## src/rtl/cpu_pkg.sv

```systemverilog
// -----------------------------------------------------------------------------
// cpu_pkg
//   Shared definitions for the multicycle CPU datapath.
//   - CPU_WIDTH        : default datapath width.
//   - alu_src_a_e      : encodings of the ALUSrcA control field.
//   - is_rsv_src_a()   : true when the select is the reserved code.
// -----------------------------------------------------------------------------
package cpu_pkg;

    localparam int CPU_WIDTH = 32;

    typedef enum logic [1:0] {
        ALU_SRC_A_PC  = 2'd0,
        ALU_SRC_A_A   = 2'd1,
        ALU_SRC_A_MDR = 2'd2,
        ALU_SRC_A_RSV = 2'd3
    } alu_src_a_e;

    function automatic logic is_rsv_src_a(input logic [1:0] sel);
        return (sel == ALU_SRC_A_RSV);
    endfunction

endpackage : cpu_pkg

```

## src/rtl/mux3_w.sv

```systemverilog
// -----------------------------------------------------------------------------
// mux3_w
//   Generic WIDTH-bit 3:1 multiplexer with a default value for the unused
//   fourth code. Purely combinational.
//   Ports:
//     sel  in  2      0 -> in0, 1 -> in1, 2 -> in2, anything else -> DEF_VAL
//     in0  in  WIDTH
//     in1  in  WIDTH
//     in2  in  WIDTH
//     y    out WIDTH  selected value
// -----------------------------------------------------------------------------
module mux3_w #(
    parameter int               WIDTH   = 32,
    parameter logic [WIDTH-1:0] DEF_VAL = '0
) (
    input  logic [1:0]       sel,
    input  logic [WIDTH-1:0] in0,
    input  logic [WIDTH-1:0] in1,
    input  logic [WIDTH-1:0] in2,
    output logic [WIDTH-1:0] y
);

    // An X/Z select matches none of the listed items in simulation and falls
    // to the default, so an unknown select never propagates a data input.
    always_comb begin
        y = DEF_VAL;
        case (sel)
            2'd0:    y = in0;
            2'd1:    y = in1;
            2'd2:    y = in2;
            default: y = DEF_VAL;
        endcase
    end

endmodule : mux3_w

```

## src/rtl/alu_a_mux.sv

```systemverilog
// -----------------------------------------------------------------------------
// alu_a_mux
//   Operand-A source selector for the multicycle CPU ALU. The combinational
//   output feeds the ALU in the same cycle; a registered copy and a sticky
//   reserved-select flag are kept for debug/trace.
//   Ports:
//     clk         in   1      rising-edge clock
//     rst_n       in   1      asynchronous active-low reset
//     ALUSrcA     in   2      0=PC, 1=A, 2=MDR, 3=reserved
//     PC          in   WIDTH  program counter
//     A           in   WIDTH  register-file read latch A
//     MDR         in   WIDTH  memory data register
//     Data_out    out  WIDTH  selected operand (combinational, unaffected by reset)
//     Data_out_q  out  WIDTH  Data_out captured on clk
//     sel_err     out  1      set when ALUSrcA==3 at a clock edge, cleared only by reset
// -----------------------------------------------------------------------------
module alu_a_mux
    import cpu_pkg::*;
#(
    parameter int               WIDTH   = CPU_WIDTH,
    parameter logic [WIDTH-1:0] ILL_VAL = '0
) (
    input  logic             clk,
    input  logic             rst_n,
    input  logic [1:0]       ALUSrcA,
    input  logic [WIDTH-1:0] PC,
    input  logic [WIDTH-1:0] A,
    input  logic [WIDTH-1:0] MDR,
    output logic [WIDTH-1:0] Data_out,
    output logic [WIDTH-1:0] Data_out_q,
    output logic             sel_err
);

    logic [WIDTH-1:0] dout_d, dout_q;
    logic             sel_err_d, sel_err_q;

    mux3_w #(
        .WIDTH   (WIDTH),
        .DEF_VAL (ILL_VAL)
    ) u_mux (
        .sel (ALUSrcA),
        .in0 (PC),
        .in1 (A),
        .in2 (MDR),
        .y   (Data_out)
    );

    always_comb begin
        dout_d    = Data_out;
        sel_err_d = sel_err_q | is_rsv_src_a(ALUSrcA);
    end

    always_ff @(posedge clk or negedge rst_n) begin
        if (!rst_n) begin
            dout_q    <= '0;
            sel_err_q <= 1'b0;
        end else begin
            dout_q    <= dout_d;
            sel_err_q <= sel_err_d;
        end
    end

    assign Data_out_q = dout_q;
    assign sel_err    = sel_err_q;

endmodule : alu_a_mux

```

## config.mk

```make
export PLATFORM = sky130hd
export DESIGN_NAME = alu_a_mux
export DESIGN_NICKNAME = d
export VERILOG_FILES = /design/src/rtl/cpu_pkg.sv /design/src/rtl/mux3_w.sv /design/src/rtl/alu_a_mux.sv
export SDC_FILE = /design/constraint.sdc
export NUM_CORES = 1
export LEC_CHECK = 0
export CAP_MARGIN = 25
export CORE_MARGIN = 2
export CORE_UTILIZATION = 33
export DETAILED_ROUTE_END_ITERATION = 6
export PLACE_DENSITY_LB_ADDON = 0.05
export SLEW_MARGIN = 30
export SYNTH_ARGS = -nofsm -noshare
export SYNTH_HDL_FRONTEND = slang
export SYNTH_SLANG_ARGS = --single-unit
```

## constraint.sdc

```tcl
create_clock -name clk -period 2.17 [get_ports clk]
set_input_delay 0.651 -clock clk [delete_from_list [all_inputs] [get_ports clk]]
set_output_delay 0.651 -clock clk [all_outputs]
set_load 0.1 [all_outputs]
```

==> out/results.ini <==
[status]
status = finished with violations
violations = setup timing

[critical_path]
path_cells = buf_12 > nor2b_4 > buf_6 > buf_12 > o2bb2ai_4 > buf_12
cp.arrival_ns = 1.59
reg2reg_slack_ns = 1.50
crit_path_max_fanout = 7
critical-path-max-stage-delay_ns = 0.20
cp-end-kind = output port
r2r_start = sel_err
crit_path_top_delay_cell = buf_12
cpMostUsedCell = buf_12
crit_type = input port to output port
worstPathRequired_ns = 1.52
startpoint_type = input port
crit_start = ALUSrcA[0]

[final_layout]
area_growth_pct = 159
final-seq-area_um2 = 826
drive_above_1_share_pct = 55.9
fin_nets = 397
multiInputGateArea_um2 = 1430
fillers = 208
diodes = 0

[sta]
final.setup.tns_ns = -1.24
worst_hold_slack_ns = 0.301
slew_headroom_pct = 70.8
fmax_mhz = 447
setup-violations-final = 32
worst_pin_slew_ns = 0.438
timing.final.max_slew_violations = 0
period_share_pct = 103
rsz0062_at_grt = true
final-hold-violation-count = 0
finalCriticalPeriod_ns = 2.24
fin_skew_ns = 0
layout_setup_ws_ns = -0.0683

[die]
initial_core_util_pct = 34.6
die_h_um = 77.4
core_um2 = 5140
std_cell_rows = 26
die-area_um2 = 5990
ios = 165
chipWidth_um = 77.4

[routing]
vias = 1798
dr.pass1.iters = 4
first_iter_violations = 52
wl_per_cell_um = 21.4
via_per_inst = 4.90
postRouteAntennaNets = 0
drc = 0
drt-total-wl_mm = 7.85

[synthesis]
syn_inst = 111
synth_top_area_share_pct = 46.4
synth-compound-area-share_pct = 26.7
syn_avg_cell_area_um2 = 16.0
ys_warn_count = 0
synth_xor_xnor_area_share_pct = 0
yosys.area_share.adder_pct = 0
muxShareOfSynthArea_pct = 18.0
yosysTopAreaCell = dfrtp_1
synthTopCellsByArea = dfrtp_1 46%, o2bb2ai_2 25%, mux2i_1 18%
syn_nets = 211
syn_area_um2 = 1780
ys_ff_latch = 33
ys_seq_area_share_pct = 46.4
synth_top_family_by_area = compound AO/OA/AOI/OAI gates
synthSimpleGateAreaFrac_pct = 0.774
synth.distinct_cells = 9

[global_routing]
grt_use_total_pct = 26.9
grt_antenna_before_repair = 0
grt_pass1_vias = 2070
grt_max_degree = 19
gr-total-overflow = 0
grt_pass1_wl_mm = 11.9

[clock_tree]
clkLatencyLatePin_ns = 0.28
cts_max_level = 2
cts_tree = yes
cts_buffers = 5
cts_sinks = 33
holdBufCountCts = 0
clock_path_buffers = 2
root_buffer = clkbuf_8
clkTransAtPathRegs_ns = 0.07

[power_and_ir_drop]
irDropWorstVdd_mv = 0.406
leakage_nw = 1.95
p_total_mw = 2.84
power.density_nw_per_um2 = 617

[placed_design]
dp_hpwl_mm = 5.14
preCtsSetupSlack_ns = -0.224
place_congestion = 0.745
port_buffers = 164

[worst_hold_path]
hold_class = input port to asynchronous set/reset pin

[flow_run]
cap_violations = 0

## final timing paths
check / end / cells after the start
min reg2reg: sel_err / 1
max reg2reg: sel_err / 1
min in group clk: sel_err / 1
max: Data_out[25] / 6
min: Data_out_q[3] / 1
max in group asynchronous: Data_out_q[5] / 2
## layer usage
layer / track usage (%) / part of all wire (%)
met5: 0 / 0
met4: 6.96 / 1.9
met3: 8.02 / 7.3
met2: 50.1 / 56
met1: 29.6 / 35
## area by class of cell
type	instances	area share, %
Clock buffer	7	1.88
Multi-Input combinational cell	66	31.1
Sequential cell	33	17.9
Tap cell	70	1.90
Timing Repair Buffer	191	47.2
## registers in the layout, summed over array words and instances (netlist names)
signal	count
Data_out_q	32
sel_err	1
## synth_stat cells, drive strengths merged
library cell and instances:
a21o 1, buf 12, dfrtp 33, mux2i 32, nor2b 1, o2bb2ai 32
## where the power goes
part	switching, mW	total, mW	internal, mW
Combinational	1.08	1.68	0.593
Clock	0.229	0.481	0.252
Sequential	0.0164	0.681	0.665
Total	1.33	2.84	1.51
## cell families after synthesis
logic type | after synthesis
mux | 32
simple gates | 1
flops | 33
compound gates | 33
buf+inv | 12
## timing repair
| action | 4_1_cts | 5_1_grt |
|---|---|---|
| buffers inserted | 7 | 7 |
| cloned | 4 | 0 |
| resized for setup | 112 | 3 |
| setup endpoints to repair | 32 | 32 |
| pin swaps | 29 | 1 |
## stage by stage
| step | instance area [um2] | util [%] | std cells |
|---|---|---|---|
| after floorplan | 2240 | - | 111 |
| after global placement | 4150 | 80.8 | 344 |
| after detailed placement | 4150 | 80.8 | 344 |
| after CTS | 4540 | 88.3 | 360 |
| after global routing | 4600 | 89.5 | 367 |
| final | 4600 | 89.5 | 367 |
## placed cells by master (no fill, tap or decap)
cell type and count:
a21o_1 1, buf_12 37, buf_16 4, buf_2 1, buf_4 48, buf_6 3, buf_8 2, clkbuf_1 1
clkbuf_8 6, clkdlybuf4s50_1 35, dfrtp_1 33, dlygate4sd2_1 59, dlymetal6s2s_1 2, mux2i_2 22, mux2i_4 10, nor2b_4 1
o2bb2ai_4 32
## critical path: cells and delay by family
kind            cells  cell delay [ns]
simple gates        1             0.16
compound gates      1             0.15
buf+inv             4             0.62
Note: power is estimated with default switching activity, not from simulation.
